## src/rtl/cnn_layer_sequencer.sv

```systemverilog
// cnn_layer_sequencer: AHB-lite control block for the CNN accelerator.
// Holds frame geometry and a table of per-layer descriptors. A small sequencer
// launches the programmed layers back-to-back into the frame FSM and raises a
// sticky done flag (with optional interrupt) once the last layer has finished.
module cnn_layer_sequencer #(
    parameter int unsigned W_ADDR         = 32,
    parameter int unsigned W_DATA         = 32,
    parameter int unsigned N_SLOTS        = 8,
    parameter int unsigned WIDTH          = 128,
    parameter int unsigned HEIGHT         = 128,
    parameter int unsigned START_UP_DELAY = 200,
    parameter int unsigned HSYNC_DELAY    = 160,
    parameter int unsigned W_SIZE         = 12,
    parameter int unsigned W_DELAY        = 12
) (
    input  logic                HCLK,
    input  logic                HRESETn,
    input  logic                sl_HSEL,
    input  logic                sl_HREADY,
    input  logic                sl_HWRITE,
    input  logic [1:0]          sl_HTRANS,
    input  logic [2:0]          sl_HBURST,
    input  logic [2:0]          sl_HSIZE,
    input  logic [W_ADDR-1:0]   sl_HADDR,
    input  logic [W_DATA-1:0]   sl_HWDATA,
    output logic                out_sl_HREADY,
    output logic [1:0]          out_sl_HRESP,
    output logic [W_DATA-1:0]   out_sl_HRDATA,
    input  logic                i_end_frame,
    output logic                o_layer_start,
    output logic [W_SIZE-1:0]   o_width,
    output logic [W_SIZE-1:0]   o_height,
    output logic [2*W_SIZE:0]   o_frame_size,
    output logic [W_DELAY-1:0]  o_start_up_delay,
    output logic [W_DELAY-1:0]  o_hsync_delay,
    output logic                o_is_first_layer,
    output logic                o_is_last_layer,
    output logic                o_is_conv3x3,
    output logic                o_act_type,
    output logic [3:0]          o_layer_index,
    output logic [4:0]          o_bias_shift,
    output logic [2:0]          o_act_shift,
    output logic [19:0]         o_base_addr_weight,
    output logic [11:0]         o_base_addr_param,
    output logic                o_busy,
    output logic                o_irq
);

    localparam int unsigned W_FRAME_SIZE = 2 * W_SIZE + 1;
    localparam int unsigned W_REGS       = $clog2(8 + 2 * N_SLOTS);

    localparam logic [1:0] ST_IDLE   = 2'd0;
    localparam logic [1:0] ST_LAUNCH = 2'd1;
    localparam logic [1:0] ST_RUN    = 2'd2;
    localparam logic [1:0] ST_GAP    = 2'd3;

    // Bus pipeline
    logic                    accept;
    logic [W_REGS-1:0]       addr_q;
    logic                    wr_q;

    // Programmable registers
    logic [W_FRAME_SIZE-1:0] frame_q, frame_d;
    logic [W_SIZE-1:0]       width_q, width_d;
    logic [W_SIZE-1:0]       height_q, height_d;
    logic [W_DELAY-1:0]      su_delay_q, su_delay_d;
    logic [W_DELAY-1:0]      hs_delay_q, hs_delay_d;
    logic [4:0]              num_q, num_d;
    logic                    irq_en_q, irq_en_d;
    logic                    done_q, done_d;
    logic                    err_q, err_d;
    logic [15:0]             cfg_q [N_SLOTS];
    logic [15:0]             cfg_d [N_SLOTS];
    logic [31:0]             base_q [N_SLOTS];
    logic [31:0]             base_d [N_SLOTS];

    // Sequencer
    logic [1:0]              state_q, state_d;
    logic [3:0]              slot_q, slot_d;
    logic                    busy;
    logic                    load_en;
    logic [3:0]              load_slot;
    logic [15:0]             sel_cfg;
    logic [31:0]             sel_base;

    // Registered layer outputs
    logic [W_FRAME_SIZE-1:0] out_frame_q;
    logic [W_SIZE-1:0]       out_width_q, out_height_q;
    logic [W_DELAY-1:0]      out_su_q, out_hs_q;
    logic [15:0]             out_cfg_q;
    logic [31:0]             out_base_q;
    logic                    irq_q;

    // Write-side decode helpers
    logic                    ctrl_wr, start_bit, abort_bit, abort, done_set, err_set;
    logic                    done_clr, err_clr;
    logic [4:0]              new_num;

    logic                    unused_ok;
    assign unused_ok = ^{sl_HBURST, sl_HSIZE, sl_HTRANS[0],
                         sl_HADDR[W_ADDR-1:W_REGS+2], sl_HADDR[1:0]};

    assign accept = sl_HSEL & sl_HREADY & sl_HTRANS[1];
    assign busy   = (state_q != ST_IDLE);

    // Capture the address phase; the data phase follows one cycle later
    always_ff @(posedge HCLK or negedge HRESETn) begin
        if (!HRESETn) begin
            addr_q <= '0;
            wr_q   <= 1'b0;
        end else begin
            wr_q <= accept & sl_HWRITE;
            if (accept) begin
                addr_q <= sl_HADDR[W_REGS+1:2];
            end
        end
    end

    // Register writes, status flags and the sequencer next state
    always_comb begin
        frame_d    = frame_q;
        width_d    = width_q;
        height_d   = height_q;
        su_delay_d = su_delay_q;
        hs_delay_d = hs_delay_q;
        num_d      = num_q;
        irq_en_d   = irq_en_q;
        cfg_d      = cfg_q;
        base_d     = base_q;
        state_d    = state_q;
        slot_d     = slot_q;
        load_en    = 1'b0;
        load_slot  = slot_q;
        done_set   = 1'b0;
        err_set    = 1'b0;
        done_clr   = 1'b0;
        err_clr    = 1'b0;

        ctrl_wr    = wr_q && (addr_q == W_REGS'(3));
        start_bit  = sl_HWDATA[0];
        abort_bit  = sl_HWDATA[1];
        new_num    = sl_HWDATA[8:4];
        abort      = ctrl_wr && abort_bit && busy;

        if (wr_q && addr_q == W_REGS'(0)) begin
            if (busy) err_set = 1'b1;
            else      frame_d = sl_HWDATA[W_FRAME_SIZE-1:0];
        end
        if (wr_q && addr_q == W_REGS'(1)) begin
            if (busy) begin
                err_set = 1'b1;
            end else begin
                width_d  = sl_HWDATA[W_SIZE-1:0];
                height_d = sl_HWDATA[16+W_SIZE-1:16];
            end
        end
        if (wr_q && addr_q == W_REGS'(2)) begin
            if (busy) begin
                err_set = 1'b1;
            end else begin
                su_delay_d = sl_HWDATA[W_DELAY-1:0];
                hs_delay_d = sl_HWDATA[2*W_DELAY-1:W_DELAY];
            end
        end
        // While busy a pure abort is the only harmless CTRL write
        if (ctrl_wr) begin
            if (busy) begin
                if (start_bit || !abort_bit) err_set = 1'b1;
            end else begin
                num_d = new_num;
            end
        end
        if (wr_q && addr_q == W_REGS'(4)) begin
            done_clr = sl_HWDATA[1];
            err_clr  = sl_HWDATA[2];
        end
        if (wr_q && addr_q == W_REGS'(5)) begin
            irq_en_d = sl_HWDATA[0];
        end
        for (int k = 0; k < int'(N_SLOTS); k++) begin
            if (wr_q && addr_q == W_REGS'(8 + 2 * k)) begin
                if (busy) err_set = 1'b1;
                else      cfg_d[k] = sl_HWDATA[15:0];
            end
            if (wr_q && addr_q == W_REGS'(9 + 2 * k)) begin
                if (busy) err_set = 1'b1;
                else      base_d[k] = sl_HWDATA[31:0];
            end
        end

        case (state_q)
            ST_IDLE: begin
                if (ctrl_wr && start_bit) begin
                    // The layer count written with the start bit is the one used
                    if (new_num != 5'd0 && 32'(new_num) <= N_SLOTS) begin
                        slot_d    = 4'd0;
                        state_d   = ST_LAUNCH;
                        load_en   = 1'b1;
                        load_slot = 4'd0;
                    end else begin
                        err_set = 1'b1;
                    end
                end
            end
            ST_LAUNCH: state_d = ST_RUN;
            ST_RUN: begin
                if (i_end_frame) begin
                    if ({1'b0, slot_q} == num_q - 5'd1) begin
                        state_d  = ST_IDLE;
                        done_set = 1'b1;
                    end else begin
                        slot_d  = slot_q + 4'd1;
                        state_d = ST_GAP;
                    end
                end
            end
            ST_GAP: begin
                state_d   = ST_LAUNCH;
                load_en   = 1'b1;
                load_slot = slot_q;
            end
            default: state_d = ST_IDLE;
        endcase

        // Abort overrides whatever the sequencer decided this cycle
        if (abort) begin
            state_d  = ST_IDLE;
            slot_d   = slot_q;
            load_en  = 1'b0;
            done_set = 1'b0;
        end

        // Setting wins over a simultaneous write-1-to-clear
        done_d = done_set | (done_q & ~done_clr);
        err_d  = err_set | (err_q & ~err_clr);
    end

    // Programmable register and sequencer state
    always_ff @(posedge HCLK or negedge HRESETn) begin
        if (!HRESETn) begin
            frame_q    <= W_FRAME_SIZE'(WIDTH * HEIGHT);
            width_q    <= W_SIZE'(WIDTH);
            height_q   <= W_SIZE'(HEIGHT);
            su_delay_q <= W_DELAY'(START_UP_DELAY);
            hs_delay_q <= W_DELAY'(HSYNC_DELAY);
            num_q      <= '0;
            irq_en_q   <= 1'b0;
            done_q     <= 1'b0;
            err_q      <= 1'b0;
            state_q    <= ST_IDLE;
            slot_q     <= '0;
            irq_q      <= 1'b0;
            for (int k = 0; k < int'(N_SLOTS); k++) begin
                cfg_q[k]  <= '0;
                base_q[k] <= '0;
            end
        end else begin
            frame_q    <= frame_d;
            width_q    <= width_d;
            height_q   <= height_d;
            su_delay_q <= su_delay_d;
            hs_delay_q <= hs_delay_d;
            num_q      <= num_d;
            irq_en_q   <= irq_en_d;
            done_q     <= done_d;
            err_q      <= err_d;
            state_q    <= state_d;
            slot_q     <= slot_d;
            irq_q      <= irq_en_q & done_q;
            cfg_q      <= cfg_d;
            base_q     <= base_d;
        end
    end

    // Pick the descriptor for the slot about to launch
    always_comb begin
        sel_cfg  = '0;
        sel_base = '0;
        for (int k = 0; k < int'(N_SLOTS); k++) begin
            if (load_slot == 4'(k)) begin
                sel_cfg  = cfg_q[k];
                sel_base = base_q[k];
            end
        end
    end

    // Layer outputs are loaded on entry to LAUNCH and held until the next load
    always_ff @(posedge HCLK or negedge HRESETn) begin
        if (!HRESETn) begin
            out_frame_q  <= W_FRAME_SIZE'(WIDTH * HEIGHT);
            out_width_q  <= W_SIZE'(WIDTH);
            out_height_q <= W_SIZE'(HEIGHT);
            out_su_q     <= W_DELAY'(START_UP_DELAY);
            out_hs_q     <= W_DELAY'(HSYNC_DELAY);
            out_cfg_q    <= '0;
            out_base_q   <= '0;
        end else if (load_en) begin
            out_frame_q  <= frame_q;
            out_width_q  <= width_q;
            out_height_q <= height_q;
            out_su_q     <= su_delay_q;
            out_hs_q     <= hs_delay_q;
            out_cfg_q    <= sel_cfg;
            out_base_q   <= sel_base;
        end
    end

    // Read mux, driven from the registered word index during the data phase
    always_comb begin
        out_sl_HRDATA = '0;
        case (addr_q)
            W_REGS'(0): out_sl_HRDATA[W_FRAME_SIZE-1:0] = frame_q;
            W_REGS'(1): begin
                out_sl_HRDATA[W_SIZE-1:0]       = width_q;
                out_sl_HRDATA[16+W_SIZE-1:16]   = height_q;
            end
            W_REGS'(2): begin
                out_sl_HRDATA[W_DELAY-1:0]         = su_delay_q;
                out_sl_HRDATA[2*W_DELAY-1:W_DELAY] = hs_delay_q;
            end
            W_REGS'(3): out_sl_HRDATA[8:4] = num_q;
            W_REGS'(4): begin
                out_sl_HRDATA[0]    = busy;
                out_sl_HRDATA[1]    = done_q;
                out_sl_HRDATA[2]    = err_q;
                out_sl_HRDATA[11:8] = slot_q;
            end
            W_REGS'(5): out_sl_HRDATA[0] = irq_en_q;
            default: begin
                for (int k = 0; k < int'(N_SLOTS); k++) begin
                    if (addr_q == W_REGS'(8 + 2 * k)) out_sl_HRDATA[15:0] = cfg_q[k];
                    if (addr_q == W_REGS'(9 + 2 * k)) out_sl_HRDATA[31:0] = base_q[k];
                end
            end
        endcase
    end

    assign out_sl_HREADY      = 1'b1;
    assign out_sl_HRESP       = 2'b00;
    assign o_layer_start      = (state_q == ST_LAUNCH);
    assign o_busy             = busy;
    assign o_irq              = irq_q;
    assign o_width            = out_width_q;
    assign o_height           = out_height_q;
    assign o_frame_size       = out_frame_q;
    assign o_start_up_delay   = out_su_q;
    assign o_hsync_delay      = out_hs_q;
    assign o_is_first_layer   = out_cfg_q[0];
    assign o_is_last_layer    = out_cfg_q[1];
    assign o_is_conv3x3       = out_cfg_q[2];
    assign o_act_type         = out_cfg_q[3];
    assign o_layer_index      = out_cfg_q[7:4];
    assign o_bias_shift       = out_cfg_q[12:8];
    assign o_act_shift        = out_cfg_q[15:13];
    assign o_base_addr_weight = out_base_q[19:0];
    assign o_base_addr_param  = out_base_q[31:20];

endmodule

```

## config.mk

```make
export PLATFORM = sky130hd
export DESIGN_NAME = cnn_layer_sequencer
export DESIGN_NICKNAME = d
export VERILOG_FILES = /design/src/rtl/cnn_layer_sequencer.sv
export SDC_FILE = /design/constraint.sdc
export NUM_CORES = 1
export LEC_CHECK = 0
export BUFFER_PORTS_ARGS = -buffer_cell sky130_fd_sc_hd__buf_2
export CORE_MARGIN = 1
export CORE_UTILIZATION = 30
export DETAILED_ROUTE_END_ITERATION = 12
export REMOVE_ABC_BUFFERS = 1
export SLEW_MARGIN = 20
export SYNTH_ARGS = -nofsm -noshare
export SYNTH_HDL_FRONTEND = slang
export SYNTH_SLANG_ARGS = --single-unit
```

## constraint.sdc

```tcl
create_clock -name HCLK -period 2.1 [get_ports HCLK]
set_input_delay 0.21 -clock HCLK [delete_from_list [all_inputs] [get_ports HCLK]]
set_output_delay 0.21 -clock HCLK [all_outputs]
set_load 0.02 [all_outputs]
```

==> results.md, run 1 <==
- The run finished, with violations left.
- The final reports fail on hold timing, setup timing.
- For this run, the leading register cell type out of synthesis is sky130_fd_sc_hd__dfrtp_1.
- The worst min-delay path category is primary input to register.
- The complex-gate fraction of the synthesized area is 0.1695.
- Timing would allow up to 312.1 MHz.
- The average instance in the mapped netlist occupies 10.81 sq um.
- The total iterations of the first detailed-routing run is 6.
- The clock group share of total power is 0.258.
- The clock drives 599 sinks.
- After synthesis the cells add up to 0.02997 sq mm.
- The clock latency at the later pin of the worst-skew pair is 690 ps.
- The completed layout was analyzed and its total power is 48.16 mW.
- Of the total power, registers draw 0.317.
- The worst slew margin relative to its limit is 0.5534.
- The overall overflow remaining after global route is 0.
- The core box area is 0.09871 sq mm.
- The final worst-path setup slack is -1104 ps.
- The synthesized design spends more area on one cell type than any other, namely sky130_fd_sc_hd__dfrtp_1.
- In this run the vertical extent of the chip is 318.1 microns.
- At the end of routability-driven placement, the weighted congestion stood at 1.011.
- The iteration-0 DRC count of the detailed router is 3499.
- OpenSTA, run right after detailed placement, puts the worst setup slack at -681.8 ps.
- The area overhead of the layout relative to synthesis is 46.29%.
- The startpoint of the worst-slack reg-to-reg timing path is addr_q[3]$_DFFE_PN0P_.
- The register-to-register setup slack is -650 ps.
- Counting I/O delays and the setup requirement, the final critical path takes 3204 ps.
- The overall fraction of global-route tracks in use is 0.2762.
- The I/O pin total is 237.
- The top fanout value on the critical path is 6.
- The post-synthesis sequential area ratio is 0.5007.
- The H-tree was split into 2 levels.
- VDD sags by at most 692.9 uV.
- The cell chosen for the clock root is sky130_fd_sc_hd__clkbuf_16.
- The number of warnings printed during yosys synthesis is 0.
- The count of flip-flops with a built-in enable after synthesis is 0.
- In this run the remaining antenna-violating nets after routing total 0.
- At the pin with the least slew margin, the transition time is 669.9 ps.
- The initial utilization of the core area, before any placement, comes to 0.3037.
- Using the TritonRoute via totals, the vias-per-cell ratio works out to 5.925.
- Dividing total power by cell area gives a power density of 1098 mW/mm^2.
- For the final routed database, the setup TNS stands at -177080 ps.
- Setup repair after global routing could not meet its margin everywhere.
- By count the netlist is led by 583 x sky130_fd_sc_hd__dfrtp_1, 453 x sky130_fd_sc_hd__mux2_2, 411 x sky130_fd_sc_hd__nand2_1.
- The switching part of the total is 0.3905.
- The destination of the worst hold path is base_q[75]$_DFFE_PN0P_.
- The data arrival at the endpoint of the critical path is 2990 ps.
- Of the total power, combinational logic draws 0.425.
- Of the post-synthesis cell area, the dominant cell type holds 0.4867.
- Entering global routing, the biggest net connects 97 pins.
- The cell count after synthesis came out at 2772.
- The fraction of synthesized cell area in xor and xnor cells is 0.001169.
- The leakage power figure is 19.48 nW.
- The first global-routing pass estimated 204300 microns of wire.
- The kind of critical path is register to primary output.
- The worst register-to-register path ends at base_q[49]$_DFFE_PN0P_.
- The number of cells on the worst reg-to-reg path is 10.
- The initial antenna violation count is 7.
- Between clock sinks in the finished design, the worst skew comes to 35.42 ps.
- After synthesis, the share of cell area in mux cells is 0.1842.
- The adder-cell share of the synthesized area is 0.002504.
- The data required time of the worst path is 1890 ps.
- The reported net switching power is 18.81 mW.
- The final route contains 28.37k vias.
- The final count of hold timing violations was 1.
- Across all hold checks on the routed design, the worst slack comes to -2.931 ps.
- Yosys instantiated no cell more often than sky130_fd_sc_hd__dfrtp_1.
- The final routed wire length divided by cell count is 30.15 microns.
- For this run, asynchronously set or reset flops after synthesis account for 1.000.
- The number of buffers created by CTS is 61.
- The number of unique standard cell types used by synthesis is 86.
- Detailed placement ended at an HPWL of 96300 microns.
- The number of global-route vias before repair came to 28.14k.
- The internal power is 29.35 mW.
- After synthesis, the largest family of logic cells by area is multiplexers.
- The synthesized design contains 599 register bits.
- The fraction of the cycle the final worst path needs is 1.526.
- The number of I/O port buffers is 199.
- The number of stages on the worst hold path is 3.
- For this run, design rule violations remaining after detail routing come to 0.
- The total detailed-routing wirelength is 144400 microns.
- The total die area is 0.1012 sq mm.
- The number of max-slew violations in the final report was 0.
- The nature of the critical path startpoint is a register.
- The number of failing setup endpoints in the final timing report is 577.
- Of the total synthesized cell area, the portion taken by AND, OR, NAND and NOR gates is 0.1002.
- By area the synthesized netlist is led by sky130_fd_sc_hd__dfrtp_1 49%, sky130_fd_sc_hd__mux2_2 17%, sky130_fd_sc_hd__nand2_1 5.1%.
- The number of buffers between clock root and the deepest sink is 3.
- The worst hold path startpoint is sl_HWDATA[11].
- The fraction of final layout cells with drive strength greater than 1 is 0.5071.
- The post-CTS clock slew at the launch and capture registers of the worst setup and hold paths is 70 ps.
- TritonCTS built the clock tree.
- Max-cap violations in this run came to 0.
- The number of nets in the layout is 3530.
- Row generation in the floorplan step produced 115 rows.
- The worst setup path is captured at a primary output.
- In this run the horizontal extent of the chip is 318.1 microns.
critical path, stage by stage (launching register included):
cell                      delay, ps
sky130_fd_sc_hd__dfrtp_2        470
sky130_fd_sc_hd__buf_4          170
sky130_fd_sc_hd__buf_4          150
sky130_fd_sc_hd__and4b_2        260
sky130_fd_sc_hd__nand2_1        180
sky130_fd_sc_hd__buf_4          180
sky130_fd_sc_hd__nor2_1          50
sky130_fd_sc_hd__a21oi_1        270
sky130_fd_sc_hd__a31oi_1        180
sky130_fd_sc_hd__o21ai_1        200
sky130_fd_sc_hd__buf_4          170
area by class of cell:
cell class              instances  area [sq um]
diodes                          3         7.507
inverters                      33         123.9
well taps                    1287          1610
multi-input cells            1899         16100
clock buffers                  77          1708
repair buffers                852          8755
clock inverters                38         529.3
flip-flops and latches        599         15020
fillers                      9079         54860
routing by layer:
| layer | vias up | GRT usage | wire length (microns) |
|---|---|---|---|
| li1 | 11626 | - | - |
| met1 | 14355 | 0.3622 | 56630 |
| met2 | 1862 | 0.4159 | 62530 |
| met3 | 523 | 0.06302 | 14750 |
| met4 | 4 | 0.1638 | 10420 |
| met5 | - | 0 | 27 |
what timing repair did:
action                                  CTS  global route
hold buffers                             29             0
gates cloned                             27             6
pin swaps                               158           147
endpoints found under the hold margin   633             0
resized for setup                       498           330
setup buffers                            82            59
endpoints found under the setup margin  568           586
per-stage QoR:
step / instance area (sq um) / util / std cells
finish: 43850 / 0.4443 / 4788
global route: 43850 / 0.4442 / 4786
CTS: 42160 / 0.4271 / 4740
detailed placement: 36240 / 0.3672 / 4496
global placement: 36240 / 0.3672 / 4496
floorplan: 28860 / - / 2531
worst max path at each step:
stage / startpoint / end
finish: addr_q[3]$_DFFE_PN0P_ / out_sl_HRDATA[4]
global route: addr_q[1]$_DFFE_PN0P_ / out_sl_HRDATA[4]
CTS: addr_q[0]$_DFFE_PN0P_ / out_sl_HRDATA[8]
detailed placement: addr_q[1]$_DFFE_PN0P_ / out_sl_HRDATA[5]
floorplan: addr_q[0]$_DFFE_PN0P_ / out_base_q[11]$_DFFE_PN0P_
global placement: addr_q[1]$_DFFE_PN0P_ / out_sl_HRDATA[5]
sequential cells by signal (all words and copies together), names as in the netlist, 12 cells and up:
name              cells
base_q              256
cfg_q               128
frame_q              25
height_q             12
hs_delay_q           12
o_frame_size         25
o_height             12
o_hsync_delay        12
o_start_up_delay     12
o_width              12
out_base_q           32
out_cfg_q            16
su_delay_q           12
width_q              12
kinds of logic (layout without fill, tap and decap cells):
family | count (synthesis) | count (layout)
simple gates | 683 | 683
other cells | 2 | 6
fa+ha+maj | 6 | 6
compound gates | 718 | 718
buf+inv | 275 | 1000
flops | 599 | 599
xor+xnor | 4 | 4
mux | 485 | 485
cells in the final DEF, fill, tap and decap left out, drive strengths merged, types with 12 or more instances in the layout:
master and instances:
mux2 453, a32oi 16, dfstp 16, o221ai 36, a22o 28, buf 816, bufinv 12, o211ai 16
nor3 30, o21ai 152, nand3 24, nand2 415, mux2i 24, a21oi 124, a31oi 17, inv 35
o31ai 24, a211oi 30, nor2b 21, a211o 22, dlygate4sd3 29, nor2 114, a22oi 63, dfrtp 583
a222oi 28, a221o 25, a221oi 41, a2bb2oi 14, clkbuf 83, clkinv 19, o22ai 38
power by group through the flow:
stage,Clock [mW],Combinational [mW],Sequential [mW]
finish,12.4,20.5,15.2
global route,12.9,21.2,15.5
CTS,12.5,19.0,15.2
detailed placement,0,16.2,15.3
global placement,0,16.1,15.3
floorplan,0,5.97,16.5
No activity file was read; power rests on OpenSTA's default activity.
==> run 2: changes to the inputs <==
--- a/config.mk
+++ b/config.mk
@@ -5,9 +5,11 @@
 export SDC_FILE = /design/constraint.sdc
 export NUM_CORES = 1
 export LEC_CHECK = 0
+export ABC_AREA = 1
 export BUFFER_PORTS_ARGS = -buffer_cell sky130_fd_sc_hd__buf_2
 export CORE_MARGIN = 1
 export CORE_UTILIZATION = 30
+export CTS_CLUSTER_DIAMETER = 80
 export DETAILED_ROUTE_END_ITERATION = 12
 export REMOVE_ABC_BUFFERS = 1
 export SLEW_MARGIN = 20
==> results.md, run 2 <==
- The count of mapped cells out of synthesis is 3682 (+33%).
- The cell at the slowest stage of the critical path is sky130_fd_sc_hd__dfrtp_2.
- The CTS sink count is 599 (unchanged).
- The total die area is 0.09708 sq mm (-4.1%).
- The highest ir drop seen on vdd is 711.9 uV (+2.7%).
- The number of buffer and inverter stages on the critical path is 5 (+1).
- The flip-flop count of the largest register after layout came to 256 (unchanged).
- The worst clock skew was 20.44 ps (-14.98 ps).
- The mean area per synthesized cell came to 7.808 sq um (-28%).
- The fraction of power consumed by combinational cells is 0.412 (-0.013).
- The share of the synthesized area in the top cell type is 0.5074 (+0.02074).
- The core box area is 0.09501 sq mm (-3.7%).
- The post-route DRC violation count was 0 (unchanged).
- The number of max-slew violations in the final report is 0 (unchanged).
- Setup repair after global routing could not meet its margin everywhere.
- The register area came to 0.01502 sq mm (about the same).
- The worst hold path startpoint is sl_HWDATA[22].
- The initial cell density of the core came to 0.3026 (-0.001079).
- The leakage power figure is 19.47 nW (about the same).
- The startpoint of the worst-slack reg-to-reg timing path is addr_q[1]$_DFFE_PN0P_.
- The signal on the critical path passes through buf_6 > nand2_4 > nor2_4 > nand2_2 > inv_4 > buf_12 > buf_6 > nand2_2 > nand3_1 > nor2_1 > nand4_1 > nand2_1 > nand4_1 > nand2_1 > nand4_1 > buf_4.
- In this design, the critical path's most frequently occurring cell is sky130_fd_sc_hd__nand4_1.
- The post-CTS clock slew at the launch and capture registers of the worst setup and hold paths is 60 ps (about the same).
- The final worst-path setup slack is -909.1 ps (+195.1 ps).
- The setup slack after placement was -385.2 ps (+296.7 ps).
- The final setup TNS is -80050 ps (+97020 ps).
- The start point of the critical path is addr_q[1]$_DFFE_PN0P_.
- In this design, the largest share of critical-path delay is due to simple AND/OR/NAND/NOR gates.
- The reported net switching power is 18.10 mW (-3.7%).
- In the layout the commonest cells are 1223 x sky130_fd_sc_hd__nand2_1, 578 x sky130_fd_sc_hd__dfrtp_1, 450 x sky130_fd_sc_hd__o21ai_0.
- The flow ran to the end, but the final reports show violations.
- The worst slew margin relative to its limit came to 0.4954 (-0.05800).
- The remaining antenna violation count after routing was 0 (unchanged).
- The number of global-route vias before repair is 26.35k (-6.4%).
- The number of placement rows is 113 (-1.7%).
- The tree is rooted in a sky130_fd_sc_hd__clkbuf_16.
- The count of flip-flops with a built-in enable after synthesis is 0 (unchanged).
- The biggest area contributor in the post-synthesis netlist is sky130_fd_sc_hd__dfrtp_1.
- The layout filler cell count is 9654 (+6.3%).
- The maximum cell stage delay along the critical path is 440 ps (-30 ps).
- The number of warnings printed during yosys synthesis was 0 (unchanged).
- The I/O pin total is 237 (unchanged).
- The total iterations of the first detailed-routing run is 6 (unchanged).
- The actual transition at the worst max-transition pin was 756.1 ps (+86.16 ps).
- The internal power is 27.77 mW (-5.4%).
- The share of async-settable or async-resettable flops after synthesis is 1.000 (unchanged).
- The register-to-register setup slack is -900 ps (-250 ps).
- The element type at the critical path end is a primary output.
- The register with the most flip-flops is base_q.
- The die height is 311.6 microns (-2.1%).
- The via count is 27.77k (-2.1%).
- Ranked by instance count, the synthesized netlist is headed by 1264 x sky130_fd_sc_hd__nand2_1, 583 x sky130_fd_sc_hd__dfrtp_1, 464 x sky130_fd_sc_hd__o21ai_0.
- The data required time of the worst path was 1890 ps (about the same).
- The post-synthesis sequential area ratio is 0.5221 (+0.02133).
- The kind of critical path is register to primary output.
- The number of buffers created by CTS is 61 (unchanged).
- The number of synthesized register bits came to 599 (unchanged).
- The number of failing setup endpoints in the final timing report was 279 (-52%).
- The detailed placement HPWL came to 74800 microns (-22%).
- The post-layout minimum cycle time was 3009 ps (-195.1 ps).
- The clock latency at the later pin of the worst-skew pair is 660 ps (-30 ps).
- The maximum number of pins on one net before global-route repair came to 87 (-10%).
- The clock group share of total power was 0.257 (about the same).
- The worst hold path belongs to the class primary input to register.
- The horizontal extent of the die is 311.6 microns (-2.1%).
- The overall overflow remaining after global route was 0 (unchanged).
- In the post-synthesis netlist, the cell with the most instances is sky130_fd_sc_hd__nand2_1.
- The timing-limited maximum frequency is 332.3 MHz (+6.5%).
- The final routed wire length divided by cell count is 20.55 microns (-32%).
- The share of power burned in registers is 0.331 (+0.014).
- The number of unique standard cell types used by synthesis is 44 (-49%).
- The number of I/O port buffers is 199 (unchanged).
- The global-route wire length before repair came to 166900 microns (-18%).
- Ranked by total cell area, the synthesized netlist is headed by sky130_fd_sc_hd__dfrtp_1 51%, sky130_fd_sc_hd__nand2_1 17%, sky130_fd_sc_hd__o21ai_0 8.1%.
- The number of buffers between clock root and the deepest sink was 3 (unchanged).
- Leaving out fill and tap cells, the most frequent cell in the layout is sky130_fd_sc_hd__nand2_1.
- The fraction of the cycle the final worst path needs is 1.433 (-0.09290).
- The nature of the critical path startpoint is a register.
- The post-route non-filler standard cell count was 5410 (+13%).
- The final count of hold timing violations is 0 (-1).
- The total of max-cap violations is 0 (unchanged).
- The area overhead of the layout relative to synthesis is 31.29%.
- The number of levels in the clock H-tree was 2 (unchanged).
- The top fanout value on the critical path is 5 (-1).
- The weighted congestion reported at the end of routability-driven placement came to 0.9167 (-9.4%).
- The total power density per cell area is 1215 mW/mm^2 (+11%).
- The overall power was 45.87 mW (-4.8%).
- The total standard cell area after synthesis is 0.02875 sq mm (-4.1%).
- The initial antenna violation count is 3 (-4).
- The area occupied by multi-input gates is 0.01235 sq mm (-23%).
- The number of nets in the layout is 4177 (+18%).
- The data arrival at the endpoint of the critical path was 2800 ps (-190 ps).
- The post-placement cell count was 5207 (+16%).
- The final reports fail on setup timing.
- The fraction of final layout cells with drive strength greater than 1 is 0.2245 (-0.2826).
- The total detailed-routing wirelength is 111200 microns (-23%).
- The worst slack on hold paths is 53.86 ps (+56.79 ps).
- The switching part of the total was 0.3947 (+0.004192).
- The dominant synthesized flop cell is sky130_fd_sc_hd__dfrtp_1.
- The detailed-route vias per instance was 5.134 (-13%).
- The overall fraction of global-route tracks in use came to 0.2237 (-0.05246).
- TritonCTS built the clock tree.
- In the final layout, the registers with the most flip-flops are base_q (256), cfg_q (128), out_base_q (32).
- The iteration-0 DRC count of the detailed router came to 2966 (-15%).
[run 2: routing by layer]
metal	GRT usage	vias to the layer above	share of wire
met3	0.04492	220	0.089
met5	0	-	0
li1	-	12831	-
met4	0.07821	0	0.032
met1	0.3105	13525	0.43
met2	0.3457	1197	0.45
[run 2: cell families (layout without fill, tap and decap cells)]
logic type                 after synthesis  count (layout)  share of synthesized area
other                                    2               6                  0.0002612
AOI/OAI and AO/OA                      711             711                     0.1285
buffers and inverters                  500             959                    0.07094
adders and majority gates                6               6                   0.002611
and+or+nand+nor                       1859            1859                     0.2741
xor gates and xnor gates                 5               5                   0.001523
DFF                                    599             599                     0.5221
[run 2: what timing repair did]
action	4_1_cts	5_1_grt
cloned	8	5
setup endpoints to repair	330	383
hold endpoints to repair	501	0
resized for setup	214	102
pin swaps	46	72
hold buffers	22	0
buffers inserted	46	14
[run 2: worst paths after layout]
| check | end | cells past startpoint |
|---|---|---|
| min | base_q[214]$_DFFE_PN0P_ | 3 |
| min reg2reg | o_hsync_delay[7]$_DFFE_PN1P_ | 2 |
| max in group asynchronous | o_frame_size[14]$_DFFE_PN1P_ | 3 |
| min in group asynchronous | o_height[3]$_DFFE_PN0P_ | 2 |
| max reg2reg | err_q$_DFF_PN0_ | 20 |
| max | out_sl_HRDATA[15] | 16 |
[run 2: worst reg2reg max path, delay by kind of cell, from the launching register on]
kind / cells / cell delay, ps
DFF: 1 / 440
and+or+nand+nor: 6 / 670
buffers and inverters: 13 / 1630
AOI/OAI and AO/OA: 1 / 200
[run 2: area by class of cell]
class	instances	area share
well taps	1265	0.04193
inverters	252	0.02586
diodes	3	0.0001989
flip-flops and latches	599	0.3978
multi-input cells	2584	0.3273
clock inverters	25	0.009812
repair buffers	595	0.1498
clock buffers	87	0.04727
[run 2: per-stage QoR]
step,cell area (sq um),utilization
after floorplan,27660,-
after global placement,33560,0.3532
after detailed placement,33560,0.3532
after CTS,37210,0.3916
after global routing,37740,0.3972
final,37750,0.3973
[run 2: power by group through the flow]
stage	clock network [mW]	registers (mW)	logic, mW
after floorplan	0	16.5	7.70
after global placement	0	15.3	16.7
after detailed placement	0	15.3	16.9
after CTS	12.0	15.2	18.4
after global routing	12.4	15.4	20.5
final	11.8	15.2	18.9
